===== src/rtl/seg7_scan_scheduler_if.sv =====
// Display-scan bus: value inputs from the counter logic and pin-side outputs.
interface seg7_scan_scheduler_if #(
    parameter int unsigned DIGITS = 4
);
    logic                  EN;
    logic [4*DIGITS-1:0]   DATA;
    logic [DIGITS-1:0]     DP;
    logic [DIGITS-1:0]     DIG_EN;
    logic                  LZB;
    logic [6:0]            SEG;
    logic                  DP_OUT;
    logic [DIGITS-1:0]     AN;
    logic                  FRAME;

    // Value side drives the controls and observes the pins.
    modport master (
        output EN, DATA, DP, DIG_EN, LZB,
        input  SEG, DP_OUT, AN, FRAME
    );

    // Scheduler side.
    modport slave (
        input  EN, DATA, DP, DIG_EN, LZB,
        output SEG, DP_OUT, AN, FRAME
    );
endinterface


===== src/rtl/seg7_scan_scheduler.sv =====
// Time-multiplexes a shared 7-segment bus across DIGITS common-anode digits.
// Each digit gets a fixed DIV-cycle slot: BLANK_CYC cycles dark, then driven.
module seg7_scan_scheduler #(
    parameter int unsigned DIGITS    = 4,
    parameter int unsigned DIV       = 10000,
    parameter int unsigned BLANK_CYC = 16
) (
    input  logic                  CLK,
    input  logic                  RSTN,
    seg7_scan_scheduler_if.slave  bus
);
    localparam int unsigned PC_W  = $clog2(DIV);
    localparam int unsigned IDX_W = $clog2(DIGITS);
    localparam int unsigned DAT_W = 4 * DIGITS;

    typedef enum logic [1:0] {S_OFF, S_BLANK, S_SHOW} state_t;

    state_t             state_q, state_d;
    logic [PC_W-1:0]    pc_q, pc_d;
    logic [IDX_W-1:0]   idx_q, idx_d;
    logic [DAT_W-1:0]   dat_q, dat_d;
    logic [DIGITS-1:0]  dp_q, dp_d;
    logic [DIGITS-1:0]  den_q, den_d;
    logic               frame_q, frame_d;
    logic [DIGITS-1:0]  an_q, an_d;
    logic [6:0]         seg_q, seg_d;
    logic               dpo_q, dpo_d;

    logic [DIGITS-1:0]  lz_mask;
    logic [3:0]         sel_nib;
    logic               sel_dp;
    logic               sel_den;
    logic               sel_lz;
    logic               run;

    // Hex to gfedcba, active-low.
    function automatic logic [6:0] decode(input logic [3:0] n);
        case (n)
            4'h0: decode = 7'b1000000;
            4'h1: decode = 7'b1111001;
            4'h2: decode = 7'b0100100;
            4'h3: decode = 7'b0110000;
            4'h4: decode = 7'b0011001;
            4'h5: decode = 7'b0010010;
            4'h6: decode = 7'b0000010;
            4'h7: decode = 7'b1111000;
            4'h8: decode = 7'b0000000;
            4'h9: decode = 7'b0010000;
            4'hA: decode = 7'b0001000;
            4'hB: decode = 7'b0000011;
            4'hC: decode = 7'b1000110;
            4'hD: decode = 7'b0100001;
            4'hE: decode = 7'b0000110;
            default: decode = 7'b0001110;
        endcase
    endfunction

    // Scan sequencing: prescaler, digit index, frame latch and frame pulse.
    always_comb begin
        state_d = state_q;
        pc_d    = pc_q;
        idx_d   = idx_q;
        dat_d   = dat_q;
        dp_d    = dp_q;
        den_d   = den_q;
        frame_d = 1'b0;
        if (!bus.EN) begin
            state_d = S_OFF;
            pc_d    = '0;
            idx_d   = '0;
        end else begin
            case (state_q)
                S_OFF: begin
                    state_d = S_BLANK;
                    pc_d    = '0;
                    idx_d   = '0;
                    frame_d = 1'b1;
                    dat_d   = bus.DATA;
                    dp_d    = bus.DP;
                    den_d   = bus.DIG_EN;
                end
                S_BLANK: begin
                    pc_d = pc_q + PC_W'(1);
                    if (pc_q == PC_W'(BLANK_CYC - 1)) begin
                        state_d = S_SHOW;
                    end
                end
                S_SHOW: begin
                    if (pc_q == PC_W'(DIV - 1)) begin
                        pc_d    = '0;
                        state_d = S_BLANK;
                        if (idx_q == IDX_W'(DIGITS - 1)) begin
                            idx_d   = '0;
                            frame_d = 1'b1;
                            dat_d   = bus.DATA;
                            dp_d    = bus.DP;
                            den_d   = bus.DIG_EN;
                        end else begin
                            idx_d = idx_q + IDX_W'(1);
                        end
                    end else begin
                        pc_d = pc_q + PC_W'(1);
                    end
                end
                default: begin
                    state_d = S_OFF;
                    pc_d    = '0;
                    idx_d   = '0;
                end
            endcase
        end
    end

    // Leading-zero mask: a zero run from the top, broken by any non-zero nibble or lit DP.
    always_comb begin
        lz_mask = '0;
        run     = 1'b1;
        for (int i = DIGITS - 1; i >= 0; i--) begin
            run        = run & (dat_d[4*i +: 4] == 4'h0) & ~dp_d[i];
            lz_mask[i] = run & bus.LZB & (i != 0);
        end
    end

    // Next pin values for the state being entered; dark unless an unsuppressed SHOW.
    always_comb begin
        sel_nib = 4'h0;
        sel_dp  = 1'b0;
        sel_den = 1'b0;
        sel_lz  = 1'b0;
        an_d    = '1;
        seg_d   = 7'h7F;
        dpo_d   = 1'b1;
        for (int i = 0; i < DIGITS; i++) begin
            if (idx_d == IDX_W'(i)) begin
                sel_nib = dat_d[4*i +: 4];
                sel_dp  = dp_d[i];
                sel_den = den_d[i];
                sel_lz  = lz_mask[i];
            end
        end
        if (state_d == S_SHOW && sel_den && !sel_lz) begin
            for (int i = 0; i < DIGITS; i++) begin
                if (idx_d == IDX_W'(i)) begin
                    an_d[i] = 1'b0;
                end
            end
            seg_d = decode(sel_nib);
            dpo_d = ~sel_dp;
        end
    end

    // State, latches and registered pins.
    always_ff @(posedge CLK or negedge RSTN) begin
        if (!RSTN) begin
            state_q <= S_OFF;
            pc_q    <= '0;
            idx_q   <= '0;
            dat_q   <= '0;
            dp_q    <= '0;
            den_q   <= '0;
            frame_q <= 1'b0;
            an_q    <= '1;
            seg_q   <= 7'h7F;
            dpo_q   <= 1'b1;
        end else begin
            state_q <= state_d;
            pc_q    <= pc_d;
            idx_q   <= idx_d;
            dat_q   <= dat_d;
            dp_q    <= dp_d;
            den_q   <= den_d;
            frame_q <= frame_d;
            an_q    <= an_d;
            seg_q   <= seg_d;
            dpo_q   <= dpo_d;
        end
    end

    assign bus.AN     = an_q;
    assign bus.SEG    = seg_q;
    assign bus.DP_OUT = dpo_q;
    assign bus.FRAME  = frame_q;
endmodule


===== src/flat_wrapper.sv =====
// flat-port wrapper written by rule: the top's interface ports become plain ports
module seg7_scan_scheduler_flat 
#(
    parameter int unsigned DIGITS    = 4,
    parameter int unsigned DIV       = 10000,
    parameter int unsigned BLANK_CYC = 16
)
  (CLK, RSTN, bus_EN, bus_DATA, bus_DP, bus_DIG_EN, bus_LZB, bus_SEG, bus_DP_OUT, bus_AN, bus_FRAME);
  seg7_scan_scheduler_if #(.DIGITS(DIGITS)) bus_i ();
  input  logic CLK;
  input  logic RSTN;
  input wire logic [$bits(bus_i.EN)-1:0] bus_EN;
  input wire logic [$bits(bus_i.DATA)-1:0] bus_DATA;
  input wire logic [$bits(bus_i.DP)-1:0] bus_DP;
  input wire logic [$bits(bus_i.DIG_EN)-1:0] bus_DIG_EN;
  input wire logic [$bits(bus_i.LZB)-1:0] bus_LZB;
  output wire logic [$bits(bus_i.SEG)-1:0] bus_SEG;
  output wire logic [$bits(bus_i.DP_OUT)-1:0] bus_DP_OUT;
  output wire logic [$bits(bus_i.AN)-1:0] bus_AN;
  output wire logic [$bits(bus_i.FRAME)-1:0] bus_FRAME;
  assign bus_i.EN = bus_EN;
  assign bus_i.DATA = bus_DATA;
  assign bus_i.DP = bus_DP;
  assign bus_i.DIG_EN = bus_DIG_EN;
  assign bus_i.LZB = bus_LZB;
  assign bus_SEG = bus_i.SEG;
  assign bus_DP_OUT = bus_i.DP_OUT;
  assign bus_AN = bus_i.AN;
  assign bus_FRAME = bus_i.FRAME;
  seg7_scan_scheduler #(.DIGITS(DIGITS), .DIV(DIV), .BLANK_CYC(BLANK_CYC)) u_core (.CLK(CLK), .RSTN(RSTN), .bus(bus_i));
endmodule

===== config.mk =====
export PLATFORM = sky130hd
export DESIGN_NAME = seg7_scan_scheduler_flat
export DESIGN_NICKNAME = d
export VERILOG_FILES = /design/src/rtl/seg7_scan_scheduler_if.sv /design/src/rtl/seg7_scan_scheduler.sv /design/src/flat_wrapper.sv
export SDC_FILE = /design/constraint.sdc
export NUM_CORES = 1
export LEC_CHECK = 0
export ABC_AREA = 1
export CORE_UTILIZATION = 25
export DETAILED_ROUTE_END_ITERATION = 6
export PLACE_DENSITY = 0.46
export SLEW_MARGIN = 20
export SYNTH_ARGS = -nofsm -noshare
export SYNTH_HDL_FRONTEND = slang
export SYNTH_SLANG_ARGS = --single-unit

===== constraint.sdc =====
create_clock -name CLK -period 2.95 [get_ports CLK]
set_input_delay 0.59 -clock CLK [delete_from_list [all_inputs] [get_ports CLK]]
set_output_delay 0.59 -clock CLK [all_outputs]
set_load 0.05 [all_outputs]

==> metrics.txt, run 1 <==
status complete, no violations; Die H between 100 and 150 um; Synth Area in Adders about 4.5%; post-synthesis compound-gate area fraction 4.83%; H-tree levels 2; Final WS setup 0.300 ns; fin crit period roughly 2.7 ns; type of the worst min-delay path input port to asynchronous set/reset pin; worst slew pin tran 0.500 ns; largest family of logic cells by synthesized area simple AND/OR/NAND/NOR gates; CTS tree done; Post-CTS Hold Fix Bufs 0; worst slack, placed about 0.07 ns; Final Max Slew Viols 0; clock root buffer clkbuf_16; Max-Cap Viols 0; HPWL after DPL approximately 5600 um; Core Region about 0.012 mm^2; met1 WL 3640 um; GP Congestion 0.802; Yosys cell types 34; Worst-path clk slew 0.07 ns; Netlist Area Pre-Place 0.00306 mm^2; Worst Setup End Kind flip-flop; most frequent cells in the layout nand2_1, nand3_1, dfrtp_1, nor2_1, clkdlybuf4s50_1; Vias per Instance 4.39; Final Cell Area 0.00391 mm^2; clock buffer depth 2; Main synth FF type dfrtp_1; Post-Synth XOR/XNOR Area 1.72%; detailed-route via count 2584; FFs w/ async S/R, synth 100%; Leak 1.88 nW; global-route wire length before repair between 10000 and 15000 um; syn nets 422; ratio of cells with drive above 1 in the final layout 17.0%; Area after DPL 0.00370 mm^2; WL final between 7000 and 8000 um; RR Endpoint u_core.bus.SEG[5]; Synth-to-Final Area Change 27.8%; fmax ~380 MHz; drt pass-1 iters 6; input/output buffers 40; post-synthesis mux area share 0.327%; largest net degree at the start of global routing 37; DR WL met3 approximately 260 um; drt drc 0; syn_area_per_cell 7.98 um^2; final-stage net count 480; full die area 0.0127 mm^2; GRT Util Overall roughly 12%; Initial Util 25.6%; vias in the first global route 2546; standard-cell rows 40; Top Layer Used met4; Antenna Cells 0; initial antenna violation count 0; simple-gate portion of the synthesized area 36.5%; Congestion Overflow GR 0; Starting DRT DRC Count 147; Num CTS Buffers 5; Post-synth EDFFs 0; CP required 3.18 ns; DR WL/cell approximately 12 um; post-synthesis sequential area ratio 45.5%; Top Ports 41; minimum hold slack 0.254 ns; final setup fails 0; Worst Skew 0.00641 ns; period utilization 89.8%; R2R cell count 18; most common cell after layout, fill and taps aside nand2_1; post-route ant nets 0; Die Wd 113 um; Hold Vio Cnt, Final 0; unrepaired setup endpoints after global routing false; setup TNS 0 ns; WP data arrival approximately 2.9 ns; CTS sink count 55; CP Class flip-flop to flip-flop; Max IR drop VDD 226 uV; WL met2 3220 um; flops & latches, synth 55; R2R setup slack 0.30 ns; worst r2r src u_core.pc_q[0]; pwr/cell area 456 mW/mm^2; Synth Instances 383; worst-path maximum fanout 8; Overall Power 1.78 mW; CP Launch Type flip-flop; Clock Latency Late Sink 0.29 ns; YS warnings 0; Relative slew margins about two thirds
==> layout make-up <==
| cell class | instances | area, um^2 |
|---|---|---|
| clock buffer | 7 | 153 |
| multi-input combinational | 284 | 1480 |
| timing repair buffer | 57 | 548 |
| sequential | 55 | 1390 |
| clock inverter | 1 | 7.51 |
| fill | 1267 | 8050 |
| tap | 147 | 184 |
| inverter | 38 | 144 |
==> power breakdown <==
group / total (mW) / internal [mW] / switching, mW
Clock: 0.635 / 0.362 / 0.273
Sequential: 0.816 / 0.801 / 0.0156
Combinational: 0.329 / 0.134 / 0.195
==> cell usage after synthesis (2+ instances only) <==
library cell | instances | share of area, %
a21oi_1 | 5 | 0.82
buf_6 | 5 | 1.8
dfrtp_1 | 43 | 35
dfstp_2 | 12 | 10
ha_1 | 11 | 4.5
inv_1 | 34 | 4.2
inv_2 | 3 | 0.37
nand2_1 | 122 | 15
nand2_2 | 10 | 2.0
nand2_4 | 3 | 1.1
nand3_1 | 45 | 7.4
nand3_2 | 5 | 1.6
nand3b_1 | 2 | 0.49
nand4_1 | 4 | 0.82
nor2_1 | 41 | 5.0
nor2_2 | 2 | 0.41
nor2_4 | 4 | 1.5
nor3_1 | 4 | 0.65
o211ai_1 | 2 | 0.49
o21ai_0 | 6 | 0.98
o21ai_1 | 2 | 0.33
o21ai_2 | 2 | 0.57
xnor2_1 | 2 | 0.57
xor2_1 | 4 | 1.1
==> logic make-up after synthesis <==
logic type | count (synthesis)
xor gates and xnor gates | 6
DFF | 55
adders and majority gates | 11
buffers and inverters | 44
muxes | 1
AOI/OAI and AO/OA | 22
and+or+nand+nor | 244
==> state kept, by name (all words and copies together), names as in the netlist <==
register           cells
u_core.dp_q            4
u_core.bus.AN          4
u_core.pc_q           14
u_core.bus.FRAME       1
u_core.idx_q           2
u_core.bus.DP_OUT      1
u_core.bus.SEG         7
u_core.dat_q          16
u_core.den_q           4
u_core.state_q         2
==> worst max path at each step <==
stage / to / slack, ns / cells after the start / startpoint
after floorplan: u_core.bus.SEG[5] / 0.54 / 17 / u_core.state_q[0]
after global placement: u_core.bus.SEG[5] / 0.14 / 16 / bus_EN
after detailed placement: u_core.bus.SEG[5] / 0.07 / 16 / bus_EN
after CTS: u_core.bus.SEG[5] / 0.19 / 18 / u_core.pc_q[0]
after global routing: u_core.bus.SEG[5] / 0.005 / 19 / u_core.pc_q[0]
final: u_core.bus.SEG[5] / 0.30 / 18 / u_core.pc_q[0]
==> through the flow <==
stage               utilization (%)  instances
detailed placement             30.9        577
CTS                            32.3        585
finish                         32.7        589
global route                   32.7        589
floorplan                         -        383
global placement               30.9        577
==> metal layers <==
layer | GRT usage [%] | vias up
met5 | 0 | -
met4 | 4.18 | 0
met3 | 2.21 | 5
met2 | 19.5 | 46
met1 | 17.4 | 1202
li1 | - | 1331
==> worst max-delay path, stage by stage, from the launching register on <==
cell and delay [ns]:
dfrtp_1 0.38, ha_2 0.22, nand3_2 0.13, nor2_4 0.18
nand2_2 0.12, nand2_1 0.07, nand3_1 0.08, nand2_2 0.17
nand2_4 0.11, nor2_2 0.15, nand2_1 0.07, nand3_1 0.14
nor2_4 0.07, buf_4 0.14, ha_1 0.22, nand3_1 0.12
nor2_1 0.05, a21oi_1 0.12, nand2_1 0.07
==> what timing repair did <==
item | CTS | global route
endpoints found under the hold margin | 0 | 0
gates resized for setup | 0 | 5
buffers inserted | 0 | 4
endpoints found under the setup margin | 0 | 3
Note: power is estimated with default switching activity, not from simulation.
==> run 2, diff against run 1 <==
Settings changed: CAP_MARGIN from default to 30, CORE_UTILIZATION 25 to 55, PLACE_DENSITY 0.46 to 0.83.
==> run 2 against run 1 <==
Non-clock buffer count fell by 5. Hold slack better by 0.070 ns. Via count grew 3.1%. Wire length shrank 8.5%. Worst setup slack got worse by 0.0043 ns. Clock power down 37%. Global-route usage grew 12 points. Die area down 54%. Core utilization grew 38 points. Clock-buffer cell count did not move. Highest routed layer unchanged.
==> metrics.txt, run 2 (same netlist as run 1, synthesis figures left out) <==
status complete, no violations; CP required 3.18 ns (about the same); global-route wire length before repair 11500 um (-8.0%); GP Congestion 0.927 (+16%); Critical Path Max Stage Delay 0.38 ns (about the same); GRT Util Overall 24.5% (+12 points); period utilization 90.0% (+0.15 points); WP data arrival 2.88 ns (about the same); input/output buffers 40 (unchanged); Clock Latency Late Sink 0.31 ns (+0.02 ns); drt drc 0 (unchanged); Crit path buffers/inverters 1 (unchanged); drt pass-1 iters 5 (-1); Worst Skew 0.00724 ns (+0.000832 ns); largest net degree at the start of global routing 34 (-8.1%); worst slew pin tran 0.700 ns (+0.201 ns); CP max stage cell dfrtp_1; Hold Vio Cnt, Final 0 (unchanged); R2R setup slack 0.30 ns (about the same); CP cell instances ha_2, nand3_2, nor2_4, nand2_2, nand2_1, nand3_2, nand2_2, nand2_4, nand3_1, nand3_1, nor2_2, inv_1, ha_1, nand3_1, nand2_1, a21oi_1, nand2_1; Core Region 0.00524 mm^2 (-56%); Overall Power 1.52 mW (-14%); standard-cell rows 26 (-35%); final-stage net count 475 (-1.0%); Worst Setup End Kind flip-flop; Num CTS Buffers 5 (unchanged); worst-path maximum fanout 6 (-2); initial antenna violation count 0 (unchanged); pwr/cell area 413 mW/mm^2 (-9.3%); Final Cell Area 0.00369 mm^2 (-5.6%); FILL cells 422 (-67%); minimum hold slack 0.324 ns (+0.0696 ns); R2R cell count 17 (-1); Antenna Cells 0 (unchanged); type of the worst min-delay path input port to asynchronous set/reset pin; Core Util, Final 70.4% (+38 points); vias in the first global route 2543 (-0.12%); Starting DRT DRC Count 150 (+2.0%); CP Class flip-flop to flip-flop; most common cell after layout, fill and taps aside nand2_1; ratio of cells with drive above 1 in the final layout 15.3% (-1.6 points); max FFs per register 16 (unchanged); Initial Util 58.4% (+33 points); Max IR drop VDD 311 uV (+37%); Non-Filler Instances 507 (-14%); CTS sink count 55 (unchanged); CTS tree done; Worst-path clk slew 0.09 ns (+0.02 ns); Congestion Overflow GR 0 (unchanged); most frequent cells in the layout nand2_1, nand3_1, dfrtp_1, nor2_1, clkdlybuf4s50_1; largest register by flop count u_core.dat_q; clock buffer depth 2 (unchanged); CP Launch Type flip-flop; Area after DPL 0.00353 mm^2 (-4.7%); Top Ports 41 (unchanged); final setup fails 0 (unchanged); Relative slew margins 53.3% (-13 points); HPWL after DPL 5050 um (-10%); clock root buffer clkbuf_8; full die area 0.00586 mm^2 (-54%); post-route ant nets 0 (unchanged); Leak 1.82 nW (-3.3%); RR Endpoint u_core.bus.SEG[5]; worst r2r src u_core.pc_q[0]; Vias per Instance 5.25 (+20%); Synth-to-Final Area Change 20.7%; Die Wd 76.6 um (-32%); H-tree levels 2 (unchanged); DR WL/cell 13.0 um (+6.3%); Final WS setup 0.295 ns (-0.00434 ns); detailed-route via count 2664 (+3.1%); worst slack, placed 0.0423 ns (-0.0276 ns); setup TNS 0 ns (unchanged); Final Max Slew Viols 0 (unchanged); Die H 76.6 um (-32%); fin crit period 2.65 ns (+0.00433 ns); placed insts 493 (-15%); CP top delay family simple AND/OR/NAND/NOR gates; fmax 377 MHz (-0.16%); Max-Cap Viols 0 (unchanged); WL final 6610 um (-8.5%)
## run 2: changes by cell type in the layout (fill, tap and decap cells not counted), moves of 2 or more
| cell | before | now |
|---|---|---|
| clkbuf_16 | 5 | 0 |
| buf_4 | 15 | 12 |
| clkbuf_8 | 2 | 5 |
| nand2_2 | 10 | 7 |
| nand2_4 | 3 | 6 |
| buf_12 | 2 | 0 |
| clkbuf_1 | 0 | 2 |
## run 2: worst max path at each step
stage / cells after the start / slack [ns] / to / start
after floorplan: 17 / 0.54 / u_core.bus.SEG[5] / u_core.state_q[0]
after global placement: 15 / 0.06 / u_core.bus.SEG[6] / bus_EN
after detailed placement: 15 / 0.04 / u_core.bus.SEG[3] / bus_EN
after CTS: 17 / 0.17 / u_core.bus.SEG[5] / u_core.pc_q[0]
after global routing: 16 / -0.01 / u_core.bus.SEG[6] / u_core.pc_q[0]
final: 17 / 0.30 / u_core.bus.SEG[5] / u_core.pc_q[0]
## run 2: repair_timing
action / CTS / global route
resized for setup: 0 / 9
hold buffers: 0 / 0
buffers inserted: 0 / 6
endpoints found under the setup margin: 0 / 12
hold endpoints to repair: 0 / 0
## run 2: layer usage
metal | track usage (%) | up-vias | wire, um
met5 | 0 | - | 0
li1 | - | 1324 | -
met4 | 6.73 | 0 | 81
met1 | 34.0 | 1258 | 3020
met2 | 40.3 | 73 | 3170
met3 | 3.35 | 9 | 335
## run 2: report_power, final
group / total (mW) / switching, mW / internal, mW
clock: 0.397 / 0.230 / 0.167
combinational: 0.311 / 0.192 / 0.119
sequential: 0.817 / 0.0165 / 0.800
total: 1.52 / 0.438 / 1.09
## run 2: final cells by class
class	count	area, um^2	area share [%]
clock buffer	7	76.3	2.07
clock inverter	1	5.00	0.136
inverter	38	144	3.90
multi-input combinational	284	1500	40.7
sequential	55	1390	37.7
tap	70	87.6	2.37
timing repair buffer	52	485	13.2
## run 2: worst register-to-register path, stage by stage (launching register included)
cell,delay (ns)
dfrtp_1,0.38
ha_2,0.21
nand3_2,0.13
nor2_4,0.19
nand2_2,0.13
nand2_1,0.10
nand3_2,0.11
nand2_2,0.14
nand2_4,0.09
nand3_1,0.10
nand3_1,0.10
nor2_2,0.18
inv_1,0.11
ha_1,0.23
nand3_1,0.14
nand2_1,0.07
a21oi_1,0.12
nand2_1,0.06
==> run 3, diff against run 2 <==
Settings changed: CAP_MARGIN 30 to 20, GPL_TIMING_DRIVEN from default to 0.
==> run 3 against run 2 <==
Global-route usage down 0.36 points. Worst setup slack worse by 0.040 ns. Maximum frequency down 1.5%. First-iteration DRC count down 10%. Combinational power about the same. Total power up 2.6%. Via count down 3.0%. Wire length down 4.6%. Sequential power about the same. Clock power up 11%. Critical path depth up 1. Hold slack worse by 0.0098 ns.
==> metrics.txt, run 3 (same netlist as run 1, synthesis figures left out) <==
final setup fails 0 (unchanged); Leak 1.81 nW (-0.26%); post-route ant nets 0 (unchanged); CTS sink count 55 (unchanged); H-tree levels 2 (unchanged); HPWL after DPL 4750 um (-6.0%); CP required 3.18 ns (about the same); CTS tree done; Starting DRT DRC Count 135 (-10%); final-stage net count 471 (-0.84%); Vias per Instance 5.14 (-2.2%); Core Region 0.00524 mm^2 (unchanged); vias in the first global route 2494 (-1.9%); worst r2r src u_core.pc_q[1]; RR Endpoint u_core.bus.SEG[5]; status complete, no violations; Congestion Overflow GR 0 (unchanged); WP data arrival 2.93 ns (+0.05 ns); WL final 6300 um (-4.6%); type of the worst min-delay path input port to asynchronous set/reset pin; Clock Latency Late Sink 0.31 ns (about the same); most common cell after layout, fill and taps aside nand2_1; clock root buffer clkbuf_8; worst slack, placed -0.355 ns (-0.397 ns); input/output buffers 40 (unchanged); Max IR drop VDD 343 uV (+10%); Max-Cap Viols 0 (unchanged); max FFs per register 16 (unchanged); period utilization 91.3% (+1.3 points); pwr/cell area 426 mW/mm^2 (+3.0%); fmax 371 MHz (-1.5%); CP Launch Type flip-flop; GRT Util Overall 24.1% (-0.36 points); Worst-path clk slew 0.09 ns (about the same); R2R setup slack 0.26 ns (-0.04 ns); Antenna Cells 0 (unchanged); most frequent cells in the layout nand2_1, nand3_1, dfrtp_1, nor2_1, clkdlybuf4s50_1; ratio of cells with drive above 1 in the final layout 14.5% (-0.78 points); full die area 0.00586 mm^2 (unchanged); GP Congestion 0.907 (-2.1%); worst-path maximum fanout 10 (+4); placed insts 493 (unchanged); Initial Util 58.4% (unchanged); detailed-route via count 2585 (-3.0%); Final Max Slew Viols 0 (unchanged); standard-cell rows 26 (unchanged); Non-Filler Instances 503 (-0.79%); largest net degree at the start of global routing 56 (+65%); Synth-to-Final Area Change 20.1%; drt pass-1 iters 4 (-1); DR WL/cell 12.5 um (-3.9%); Top Ports 41 (unchanged); CP Class flip-flop to flip-flop; Num CTS Buffers 5 (unchanged); worst slew pin tran 0.673 ns (-0.0274 ns); Overall Power 1.56 mW (+2.6%); global-route wire length before repair 11300 um (-1.9%); Worst Setup End Kind flip-flop; R2R cell count 18 (+1); largest register by flop count u_core.dat_q; Die H 76.6 um (unchanged); Final WS setup 0.256 ns (-0.0397 ns); clock buffer depth 2 (unchanged); drt drc 0 (unchanged); Worst Skew 0.00722 ns (-0.0000205 ns); Hold Vio Cnt, Final 0 (unchanged); fin crit period 2.69 ns (+0.0397 ns); Relative slew margins 55.1% (+1.8 points); setup TNS 0 ns (unchanged); initial antenna violation count 0 (unchanged); Die Wd 76.6 um (unchanged)
==> run 3: cell types whose count changed in the layout (fill, tap and decap cells not counted), sizes merged <==
cell,previous run,this run
clkdlybuf4s50,39,38
dlymetal6s2s,0,1
clkbuf,7,9
buf,13,8
clkinv,2,1
==> run 3: power by group <==
part           leakage [nW]  switching (mW)  total, mW  internal (mW)
clock                0.0515           0.226      0.440          0.215
combinational          1.06           0.189      0.308          0.119
sequential            0.697          0.0156      0.816          0.800
==> run 3: how the worst max path moves through the flow <==
stage                                 start                 to  slack [ns]
after global placement               bus_EN  u_core.bus.SEG[5]       -0.32
final                        u_core.pc_q[1]  u_core.bus.SEG[5]        0.26
after CTS                            bus_EN  u_core.bus.SEG[5]        0.01
after global routing         u_core.pc_q[1]  u_core.bus.SEG[5]      -0.006
after detailed placement             bus_EN  u_core.bus.SEG[5]       -0.35
after floorplan           u_core.state_q[0]  u_core.bus.SEG[5]        0.54
==> run 3: routing by layer <==
metal / track usage, % / share of wire [%] / vias up
met2: 37.7 / 46 / 65
met5: 0 / 0 / -
li1: - / - / 1312
met1: 35.0 / 48 / 1196
met4: 6.35 / 1.5 / 0
met3: 3.95 / 4.4 / 12
==> run 3: cell type report <==
cell class / count / area [um^2]
flip-flops and latches: 55 / 1390
inverters: 38 / 144
repair buffers: 42 / 415
plain buffers: 6 / 60.1
well taps: 70 / 87.6
fillers: 428 / 1560
multi-input cells: 284 / 1480
clock buffers: 8 / 100
==> run 3: what timing repair did <==
action | in CTS | in global routing
endpoints found under the setup margin | 1 | 5
cloned | 0 | 0
setup buffers | 0 | 2
pin swaps | 0 | 2
hold buffers | 0 | 0
resized for setup | 1 | 5
==> run 3: critical path, stage by stage (launching register included) <==
cell,delay (ns)
dfrtp_1,0.37
ha_2,0.22
nand3_2,0.13
nor2_4,0.18
nand3_1,0.13
nand2_1,0.09
nand2_2,0.09
buf_6,0.16
nand2_1,0.06
nand2_1,0.05
o21ai_1,0.14
nor2_1,0.09
nor2_2,0.16
inv_1,0.11
ha_1,0.23
nand3_1,0.14
nand2_1,0.07
a21oi_1,0.14
nand2_1,0.07
==> run 3: per-stage QoR <==
stage	cell area (um^2)	util, %	hold WS (ns)
floorplan	3060	-	0.294
global placement	3550	67.7	0.448
detailed placement	3540	67.7	0.452
CTS	3650	69.7	0.339
global route	3670	70.1	0.376
finish	3670	70.1	0.314
